File: src/rtl/his_readout.sv
// his_readout: histogram readout engine.
// Scans every bin in ascending order through a read port with one cycle of
// latency. Each bin count is sent on a valid/ready stream. The block also
// tracks the peak bin and the total count.
// Optional feature macro: HIS_RDCLR_EN. When it is defined, each bin is
// written to zero in the cycle after it is read, which leaves the memory
// clear for the next acquisition.
module his_readout #(
    parameter int ADDR_W = 5,
    parameter int CNT_W  = 8
) (
    input  logic                    clk,
    input  logic                    res,
    input  logic                    start,
    output logic                    busy,
    output logic                    done,
    output logic                    rdEn,
    output logic [ADDR_W-1:0]       rdAddr,
    input  logic [CNT_W-1:0]        rdData,
    output logic                    clrEn,
    output logic [ADDR_W-1:0]       clrAddr,
    output logic                    outValid,
    input  logic                    outReady,
    output logic [ADDR_W-1:0]       outBin,
    output logic [CNT_W-1:0]        outCount,
    output logic                    outLast,
    output logic [ADDR_W-1:0]       maxBin,
    output logic [CNT_W-1:0]        maxCount,
    output logic [CNT_W+ADDR_W-1:0] totalCount
);

    localparam int TOT_W = CNT_W + ADDR_W;

    typedef enum logic [2:0] {
        IDLE = 3'd0,
        RD   = 3'd1,
        CAP  = 3'd2,
        SEND = 3'd3,
        DONE = 3'd4
    } state_t;

    state_t            state;
    state_t            state_next;
    logic [ADDR_W-1:0] idx;

    // State register.
    always_ff @(posedge clk or posedge res) begin
        if (res) state <= IDLE;
        else     state <= state_next;
    end

    // Next-state logic. A start request is only honoured in IDLE.
    always_comb begin
        state_next = state;
        case (state)
            IDLE:    if (start) state_next = RD;
            RD:      state_next = CAP;
            CAP:     state_next = SEND;
            SEND:    if (outReady) state_next = outLast ? DONE : RD;
            DONE:    state_next = IDLE;
            default: state_next = IDLE;
        endcase
    end

    // Datapath: the bin index, the captured beat, and the peak and total trackers.
    always_ff @(posedge clk or posedge res) begin
        if (res) begin
            idx        <= '0;
            outBin     <= '0;
            outCount   <= '0;
            outLast    <= 1'b0;
            maxBin     <= '0;
            maxCount   <= '0;
            totalCount <= '0;
        end else begin
            case (state)
                IDLE: begin
                    if (start) begin
                        idx        <= '0;
                        maxBin     <= '0;
                        maxCount   <= '0;
                        totalCount <= '0;
                    end
                end
                CAP: begin
                    outCount   <= rdData;
                    outBin     <= idx;
                    outLast    <= (idx == {ADDR_W{1'b1}});
                    // The comparison is strict, so the lowest bin wins a tie.
                    if (rdData > maxCount) begin
                        maxCount <= rdData;
                        maxBin   <= idx;
                    end
                    totalCount <= totalCount + TOT_W'(rdData);
                end
                SEND: begin
                    if (outReady && !outLast) idx <= idx + 1'b1;
                end
                default: ;
            endcase
        end
    end

    // These strobes decode the registered state only. None of them has a
    // combinational path from an input.
    assign busy     = (state != IDLE);
    assign done     = (state == DONE);
    assign rdEn     = (state == RD);
    assign rdAddr   = rdEn ? idx : '0;
    assign outValid = (state == SEND);

`ifdef HIS_RDCLR_EN
    // Clear the bin that was just read. Its data is being captured this cycle.
    assign clrEn   = (state == CAP);
    assign clrAddr = clrEn ? idx : '0;
`else
    assign clrEn   = 1'b0;
    assign clrAddr = '0;
`endif

endmodule

File: config.mk
export PLATFORM = sky130hd
export DESIGN_NAME = his_readout
export DESIGN_NICKNAME = d
export VERILOG_FILES = /design/src/rtl/his_readout.sv
export SDC_FILE = /design/constraint.sdc
export NUM_CORES = 1
export LEC_CHECK = 0
export BUFFER_PORTS_ARGS = -buffer_cell sky130_fd_sc_hd__buf_2
export CORE_MARGIN = 5
export CORE_UTILIZATION = 57
export CTS_CLUSTER_DIAMETER = 80
export DETAILED_ROUTE_END_ITERATION = 6
export GPL_TIMING_DRIVEN = 0
export PLACE_DENSITY = 0.86
export SLEW_MARGIN = 20
export SYNTH_ARGS = -nofsm -noshare
export SYNTH_HDL_FRONTEND = slang
export SYNTH_SLANG_ARGS = --single-unit
File: constraint.sdc
create_clock -name clk -period 5.7 [get_ports clk]
set_clock_uncertainty 0.05 [all_clocks]
set_input_delay 1.14 -clock clk [delete_from_list [all_inputs] [get_ports clk]]
set_output_delay 1.14 -clock clk [all_outputs]
set_load 0.01 [all_outputs]
==> results of run 1 <==
-- layout by cell type (no fill, tap or decap), drive strengths merged, types with 4 or more instances in the layout --
cell	instances
a21o	4
a21oi	7
and2	8
buf	76
clkbuf	9
conb	6
dfrtp	48
ha	18
inv	19
mux2	6
mux2i	11
nand2	50
nand3	11
nor2	20
o211ai	4
o21ai	18
xor2	5
-- kinds of logic (layout without fill, tap and decap cells) --
kind of cell	after synthesis	count (layout)	synth area share [%]
simple gates	104	104	18.4
flops	48	48	44.4
compound gates	44	44	11.4
buf+inv	37	106	7.08
fa+ha+maj	19	19	9.07
mux	17	17	6.98
xor+xnor	8	8	2.59
other cells	1	6	0.139
-- layout make-up --
class	count	share of cell area, %
Buffer	18	3.73
Clock buffer	6	2.25
Clock inverter	2	1.09
Inverter	19	2.22
Multi-Input combinational cell	198	41.4
Sequential cell	48	37.3
Tap cell	54	2.10
Timing Repair Buffer	61	9.95
-- cell usage after synthesis, types with 4 or more instances --
library cell   n
nand2_1       49
dfrtp_1       48
inv_1         19
ha_1          18
nor2_1        18
o21ai_0       17
mux2i_1       11
nand3_1       11
and2_1         8
buf_4          7
buf_2          6
a21oi_1        5
xor2_1         5
a21o_1         4
-- registers in the layout, indices dropped and copies added, names as in the netlist --
| register | cells |
|---|---|
| totalCount | 13 |
| maxCount | 8 |
| outCount | 8 |
| idx | 5 |
| maxBin | 5 |
| outBin | 5 |
| state | 3 |
| outLast | 1 |
-- power groups by stage --
stage | Combinational [mW] | Clock, mW | Sequential, mW
global route | 0.943 | 0.263 | 0.599
global placement | 0.807 | 0 | 0.578
finish | 0.841 | 0.241 | 0.578
floorplan | 0.522 | 0 | 0.626
CTS | 0.848 | 0.246 | 0.578
detailed placement | 0.836 | 0 | 0.584
-- metal layers --
metal / vias up / GRT usage (%)
met4: 0 / 8.93
met3: 8 / 3.74
met2: 63 / 35.5
li1: 1072 / -
met5: - / 0
met1: 1030 / 27.7
-- worst min-delay path by stage --
stage / endpoint / slack (ps) / cells after the start
after global placement: outCount[7] / 400 / 2
after detailed placement: outBin[4] / 410 / 2
after global routing: totalCount[12] / 460 / 1
final: totalCount[12] / 420 / 1
after CTS: totalCount[12] / 430 / 1
after floorplan: idx[0] / 450 / 2
==> impl_metrics.csv, run 1 <==
group,metric,value,unit
die,core_area,0.00466,mm^2
clocking,htree_levels,2,
die,dieArea,0.00622,mm^2
global_route,gr-total-overflow,0,
final_layout,nets,382,
power_and_ir_drop,power_frac_seq,34.8,%
yosys,async_flop_share,100,%
sta,finalMaxSlewViolations,0,
sta,rsz0062_at_grt,"false",
critical_path,ff2ff_path_depth,8,
final_layout,stdcell_count,406,
sta,period_share,49.5,%
die,start_util,58.0,%
clocking,cts_tree,"done",
critical_path,r2r_slack,3600,ps
critical_path,cp.arrival,1630,ps
critical_path,crit_type,"reg -> out",
final_layout,post-route-util,69.1,%
final_layout,drive_above_1_share,29.0,%
placement,place_area,0.00311,mm^2
yosys,synth_area,0.00271,mm^2
route,drt_iter0_markers,162,
sta,setup_tns,0,ps
yosys,netlist_instances,278,
run,cap_violations,0,
route,met2_length,2990,um
final_layout,multi_input_area,0.00133,mm^2
power_and_ir_drop,p_int,977,uW
critical_path,r2r_start,"totalCount[0]",
critical_path,r2r-end,"totalCount[8]",
placement,dp_hpwl,4520,um
sta,layout_setup_ws,2880,ps
power_and_ir_drop,power.leakage,1.74,nW
route,vias,2173,
route,drc,0,
final_layout,syn2layout_area_growth,19.0,%
hold_path,hp-class,"reg -> reg",
critical_path,crit_path_start_kind,"register",
sta,finalSetupViolations,0,
placement,port_buffers,60,
global_route,grt_pass1_wl,10600,um
critical_path,startpoint,"state[0]",
clocking,clk_path_buf_depth,2,
route,ant_nets,0,
placement,place_ws,2730,ps
die,placementRows,25,
yosys,ys_seq_area_share,44.4,%
route,firstDrtPassIters,4,
route,routed_wl,6070,um
route,wl_met1,2660,um
route,wl_per_cell,15.0,um
die,fp.dieH,78.9,um
yosys,synth.avg_cell_area,9.73,um^2
power_and_ir_drop,p_switching,684,uW
die,die_w,78.9,um
route,viasPerCell,5.35,
route,highest_layer,"met4",
clocking,cts_setup_buffers,0,
clocking,ctsResizeCount,0,
sta,worstMarginPinSlew,521,ps
run_status,outcome,"complete, no violations",
clocking,postCtsHoldBufs,0,
critical_path,crit_slowest_cell,"nor3b_1",
final_layout,fillers,370,
clocking,clk_latency,300,ps
critical_path,crit_family,"simple AND/OR/NAND/NOR gates",
yosys,synth_flop_cell,"dfrtp_1",
global_route,grt_pass1_vias,2205,
global_route,grt.total_usage,21.4,%
route,route.met3.wl,335,um
yosys,synth_edf_count,0,
critical_path,cp_common_cell,"buf_2",
critical_path,critical-path-max-stage-delay,470,ps
power_and_ir_drop,switching_share,41.2,%
die,ios,67,
critical_path,crit_buf_inv,2,
clocking,cts_num_sinks,48,
global_route,antenna_found_initial,0,
critical_path,crit_path_end_kind,"output pin",
final_layout,final_cell_area,0.00322,mm^2
hold_path,min_from,"totalCount[12]",
clocking,numCtsBuffers,5,
clocking,clk_pin_slew,90,ps
yosys,synth_top_area_share,44.4,%
global_route,grt_max_degree,35,
power_and_ir_drop,clockPowerShare,14.5,%
placement,gp_congestion,0.869,
yosys,synth_area_leaders,"dfrtp_1, ha_1, nand2_1",
yosys,ys_seq_elements,48,
yosys,synth_cell_types,47,
final_layout,antenna_cells,0,
critical_path,crit_end,"rdAddr[3]",
critical_path,crit_cells,4,
sta,max-slew-margin-rel,65.3,%
power_and_ir_drop,p_comb_share,50.7,%
sta,fin_crit,2820,ps
critical_path,cp_data_required_time,4510,ps
power_and_ir_drop,finalPower,1.66,mW
sta,hold-worst-slack,420,ps
clocking,cts-root-buf,"clkbuf_8",
final_layout,seqCellArea,0.00120,mm^2
yosys,yosys_warnings,0,
sta,hold_viol,0,
power_and_ir_drop,power.density,516,mW/mm^2
critical_path,path_cells,"buf_2, nor3b_1, and2_1, buf_2",
placement,dpl.cell_count,398,
critical_path,path_max_fanout,9,
power_and_ir_drop,ir_drop,0.254,mV
sta,max_freq,354,MHz
yosys,yosysTopAreaCell,"dfrtp_1",
(Power assumes the default switching activity.)
==> run 2: changes to the inputs <==
--- a/config.mk
+++ b/config.mk
@@ -7,11 +7,11 @@
 export LEC_CHECK = 0
 export BUFFER_PORTS_ARGS = -buffer_cell sky130_fd_sc_hd__buf_2
 export CORE_MARGIN = 5
-export CORE_UTILIZATION = 57
+export CORE_UTILIZATION = 48
 export CTS_CLUSTER_DIAMETER = 80
 export DETAILED_ROUTE_END_ITERATION = 6
 export GPL_TIMING_DRIVEN = 0
-export PLACE_DENSITY = 0.86
+export PLACE_DENSITY = 0.77
 export SLEW_MARGIN = 20
 export SYNTH_ARGS = -nofsm -noshare
 export SYNTH_HDL_FRONTEND = slang
==> constraint.sdc (replaced) <==
create_clock -name clk -period 2.3 [get_ports clk]
set_clock_uncertainty 0.05 [all_clocks]
set_input_delay 0.46 -clock clk [delete_from_list [all_inputs] [get_ports clk]]
set_output_delay 0.46 -clock clk [all_outputs]
set_load 0.01 [all_outputs]
==> run 2 against run 1 <==
Net effect:
- worst setup slack got worse by 2700 ps
- utilization fell by 9.9 points
- critical endpoint is now maxCount[3]
- highest routed layer unchanged
- critical path depth rose by 4
- power grew to 2.5 times the previous value
- combinational power grew 150%
- via count is 0.55% lower
==> impl_metrics.csv, run 2 (same netlist as run 1, synthesis figures left out) <==
group,metric,value,unit
placement,port_buffers,60,
final_layout,final_common_cell,"buf_2",
sta,max-slew-margin-rel,63.7,%
clocking,cts-root-buf,"clkbuf_8",
critical_path,crit_path_end_kind,"register",
sta,fin_crit,2130,ps
final_layout,post-route-util,59.2,%
critical_path,cp_data_required_time,2430,ps
run_status,outcome,"complete, no violations",
die,core_area,0.00551,mm^2
clocking,postCtsHoldBufs,0,
sta,finalSetupViolations,0,
global_route,grt_max_degree,35,
sta,finalMaxSlewViolations,0,
sta,worstMarginPinSlew,545,ps
final_layout,syn2layout_area_growth,20.5,%
sta,setup_tns,0,ps
die,start_util,49.1,%
global_route,gr-total-overflow,0,
clocking,cts_tree,"done",
die,dieArea,0.00724,mm^2
die,fp.dieH,85.1,um
power_and_ir_drop,power.density,1280,mW/mm^2
critical_path,crit_slowest_cell,"dfrtp_1",
final_layout,antenna_cells,0,
final_layout,largest_register_ffs,13,
placement,gp_congestion,0.810,
critical_path,path_max_fanout,10,
critical_path,path_cells,"inv_1, ha_1, nor2b_4, o211ai_2, a21oi_2, o31ai_4, buf_8, mux2_4",
route,routed_wl,6140,um
global_route,grt.total_usage,17.9,%
clocking,clk_path_buf_depth,2,
critical_path,cp.arrival,2260,ps
final_layout,layout_common_cells,"buf_2, nand2_1, dfrtp_1",
global_route,grt_pass1_vias,2166,
route,viasPerCell,5.10,
route,vias,2161,
clocking,clk_pin_slew,90,ps
critical_path,crit_buf_inv,2,
power_and_ir_drop,ir_drop,0.578,mV
route,wl_per_cell,14.5,um
die,placementRows,27,
final_layout,top_register,"totalCount",
sta,layout_setup_ws,171,ps
clocking,numCtsBuffers,5,
die,die_w,85.1,um
placement,place_ws,32.5,ps
sta,period_share,92.6,%
final_layout,drive_above_1_share,29.3,%
sta,rsz0062_at_grt,"false",
die,ios,67,
placement,dp_hpwl,4620,um
clocking,clk_latency,300,ps
critical_path,crit_family,"compound AO/OA/AOI/OAI gates",
final_layout,top_regs,"totalCount (13), maxCount (8), outCount (8)",
sta,max_freq,470,MHz
route,firstDrtPassIters,4,
critical_path,crit_type,"reg -> reg",
clocking,cts_num_sinks,48,
route,drt_iter0_markers,68,
route,ant_nets,0,
clocking,htree_levels,2,
global_route,antenna_found_initial,0,
global_route,grt_pass1_wl,10500,um
clocking,ctsResizeCount,0,
critical_path,critical-path-max-stage-delay,390,ps
route,drc,0,
final_layout,nets,382,
power_and_ir_drop,power.leakage,1.75,nW
sta,hold-worst-slack,60.4,ps
sta,hold_viol,0,
run,cap_violations,0,
critical_path,crit_path_start_kind,"register",
clocking,cts_setup_buffers,0,
hold_path,hp-class,"in -> async",
run 2: changes by cell type in the layout (fill, tap and decap cells not counted):
cell,delta
clkbuf_8,+2
clkbuf_1,-1
clkinv_2,-1
run 2: final timing paths:
path / from / endpoint / slack [ps] / cells past startpoint
setup / recovery: maxCount[1] / maxCount[3] / 170 / 8
hold / removal: res / state[1] / 60 / 2
setup reg to reg: maxCount[1] / maxCount[3] / 170 / 8
hold reg to reg: totalCount[12] / totalCount[12] / 420 / 1
max in group asynchronous: res / maxCount[3] / 1640 / 3
min in group clk: rdData[3] / outCount[3] / 370 / 3
run 2: layout make-up:
type	count	area, um^2
Buffer	18	120
Clock buffer	7	96.3
Clock inverter	1	30.0
Fill cell	489	2250
Inverter	19	71.3
Multi-Input combinational cell	198	1330
Sequential cell	48	1200
Tap cell	72	90.1
Timing Repair Buffer	61	320
run 2: stage by stage:
| step | area, um^2 | std cells | power [mW] |
|---|---|---|---|
| 6_report | 3260 | 424 | 4.16 |
| 5_1_grt | 3260 | 424 | 4.54 |
| 4_1_cts | 3260 | 424 | 4.21 |
| 3_5_place_dp | 3130 | 416 | 3.53 |
| 3_3_place_gp | 3110 | 415 | 3.45 |
| 2_1_floorplan | 2720 | 283 | 2.84 |
run 2: power breakdown:
part / internal, mW / switching, mW
clock: 0.384 / 0.276
sequential: 1.19 / 0.236
combinational: 0.901 / 1.18
run 2: routing by layer:
metal  track usage, %  vias to the layer above  routed length [um]
met5                0                        -                   0
met4             5.04                        0                  82
met3             4.17                        9                 310
met2             31.4                       58                3030
met1             22.0                     1022                2720
li1                 -                     1072                   -
==> run 3: changes to the inputs <==
--- a/config.mk
+++ b/config.mk
@@ -6,7 +6,7 @@
 export NUM_CORES = 1
 export LEC_CHECK = 0
 export BUFFER_PORTS_ARGS = -buffer_cell sky130_fd_sc_hd__buf_2
-export CORE_MARGIN = 5
+export CORE_MARGIN = 1
 export CORE_UTILIZATION = 48
 export CTS_CLUSTER_DIAMETER = 80
 export DETAILED_ROUTE_END_ITERATION = 6
==> run 3 against run 2 <==
Net effect:
- utilization increased by 2.2 points
- routed wire length is 3.7% lower
- sequential share of layout area rose by 0.30 points
- critical endpoint is now totalCount[8]
==> impl_metrics.csv, run 3 (same netlist as run 1, synthesis figures left out) <==
group,metric,value,unit
run_status,outcome,"complete, no violations",
final_layout,top_register,"totalCount",
sta,finalSetupViolations,0,
final_layout,nets,382,
clocking,htree_levels,2,
power_and_ir_drop,power.density,1250,mW/mm^2
critical_path,crit_type,"reg -> reg",
critical_path,path_cells,"ha_1, inv_1, fa_1, nand2b_1, a21o_1, nor2b_1, o21ai_0, mux2i_1",
sta,fin_crit,2120,ps
critical_path,r2r_start,"totalCount[0]",
critical_path,cp_data_required_time,2480,ps
clocking,clk_pin_slew,90,ps
global_route,gr-total-overflow,0,
route,vias,2165,
sta,max-slew-margin-rel,66.0,%
placement,port_buffers,60,
sta,finalMaxSlewViolations,0,
hold_path,hp-class,"in -> async",
critical_path,crit_slowest_cell,"fa_1",
run,cap_violations,0,
clocking,cts_num_sinks,48,
sta,worstMarginPinSlew,509,ps
clocking,cts_tree,"done",
route,firstDrtPassIters,4,
die,core_area,0.00527,mm^2
sta,rsz0062_at_grt,"false",
global_route,grt_max_degree,34,
route,viasPerCell,5.13,
power_and_ir_drop,power.leakage,1.73,nW
final_layout,top_regs,"totalCount (13), maxCount (8), outCount (8)",
global_route,grt.total_usage,22.0,%
final_layout,final_common_cell,"buf_2",
final_layout,syn2layout_area_growth,19.6,%
critical_path,crit_path_end_kind,"register",
critical_path,path_max_fanout,3,
critical_path,cp.arrival,2300,ps
critical_path,critical-path-max-stage-delay,410,ps
clocking,cts_setup_buffers,0,
global_route,antenna_found_initial,0,
sta,hold-worst-slack,63.3,ps
sta,period_share,92.1,%
die,dieArea,0.00594,mm^2
global_route,grt_pass1_wl,10300,um
critical_path,crit_path_start_kind,"register",
final_layout,antenna_cells,0,
clocking,numCtsBuffers,5,
die,start_util,51.3,%
power_and_ir_drop,ir_drop,0.612,mV
clocking,clk_path_buf_depth,2,
global_route,grt_pass1_vias,2153,
placement,gp_congestion,0.787,
route,drt_iter0_markers,83,
die,die_w,77.1,um
route,drc,0,
route,wl_per_cell,14.0,um
critical_path,startpoint,"totalCount[0]",
clocking,cts-root-buf,"clkbuf_8",
sta,hold_viol,0,
route,ant_nets,0,
power_and_ir_drop,finalPower,4.05,mW
die,ios,67,
sta,setup_tns,0,ps
die,fp.dieH,77.1,um
die,placementRows,26,
route,routed_wl,5920,um
clocking,postCtsHoldBufs,0,
clocking,clk_latency,300,ps
final_layout,layout_common_cells,"buf_2, nand2_1, dfrtp_1",
sta,max_freq,472,MHz
final_layout,drive_above_1_share,29.5,%
final_layout,largest_register_ffs,13,
clocking,ctsResizeCount,0,
placement,dp_hpwl,4400,um
## run 3: area by class of cell
type	instances	area (um^2)
Buffer	18	120
Timing Repair Buffer	61	320
Sequential cell	48	1200
Tap cell	70	87.6
Clock inverter	2	15.0
Fill cell	465	2040
Clock buffer	6	82.6
Inverter	19	71.3
Multi-Input combinational cell	198	1340
## run 3: path summary, 6_finish.rpt
check	end	slack [ps]	cells past startpoint
worst max register to register	totalCount[8]	180	8
worst max-delay path	totalCount[8]	180	8
min in group clk	outCount[7]	370	3
worst min register to register	outCount[7]	430	2
max in group asynchronous	totalCount[2]	1640	3
worst min-delay path	outCount[7]	60	2
## run 3: worst max-delay path: cells and delay by family, from the launching register on
| family | cells | cell delay (ps) |
|---|---|---|
| flip-flops | 1 | 390 |
| adder cells (fa/ha/maj) | 2 | 620 |
| AO/OA/AOI/OAI | 2 | 390 |
| AND/OR/NAND/NOR | 2 | 340 |
| buffers and inverters | 1 | 60 |
| multiplexers | 1 | 210 |
## run 3: power by group
| group | internal, mW | switching [mW] |
|---|---|---|
| combinational | 0.906 | 1.18 |
| sequential | 1.19 | 0.233 |
| clock | 0.244 | 0.297 |
| total | 2.34 | 1.71 |
## run 3: stage by stage
| step | worst slack, ps | util, % | instances | area (um^2) |
|---|---|---|---|---|
| after global routing | 46.8 | 61.4 | 422 | 3230 |
| after detailed placement | 14.9 | 59.4 | 414 | 3130 |
| after floorplan | 272 | - | 283 | 2720 |
| after CTS | 151 | 61.3 | 422 | 3230 |
| after global placement | -17.9 | 59.0 | 413 | 3110 |
| final | 182 | 61.4 | 422 | 3230 |
## run 3: routing by layer
metal,global-route usage (%),up-vias,routed length [um]
li1,-,1069,-
met1,27.8,1029,2770
met2,35.9,58,2800
met3,4.76,9,252
met4,10.0,0,97
met5,0,-,0
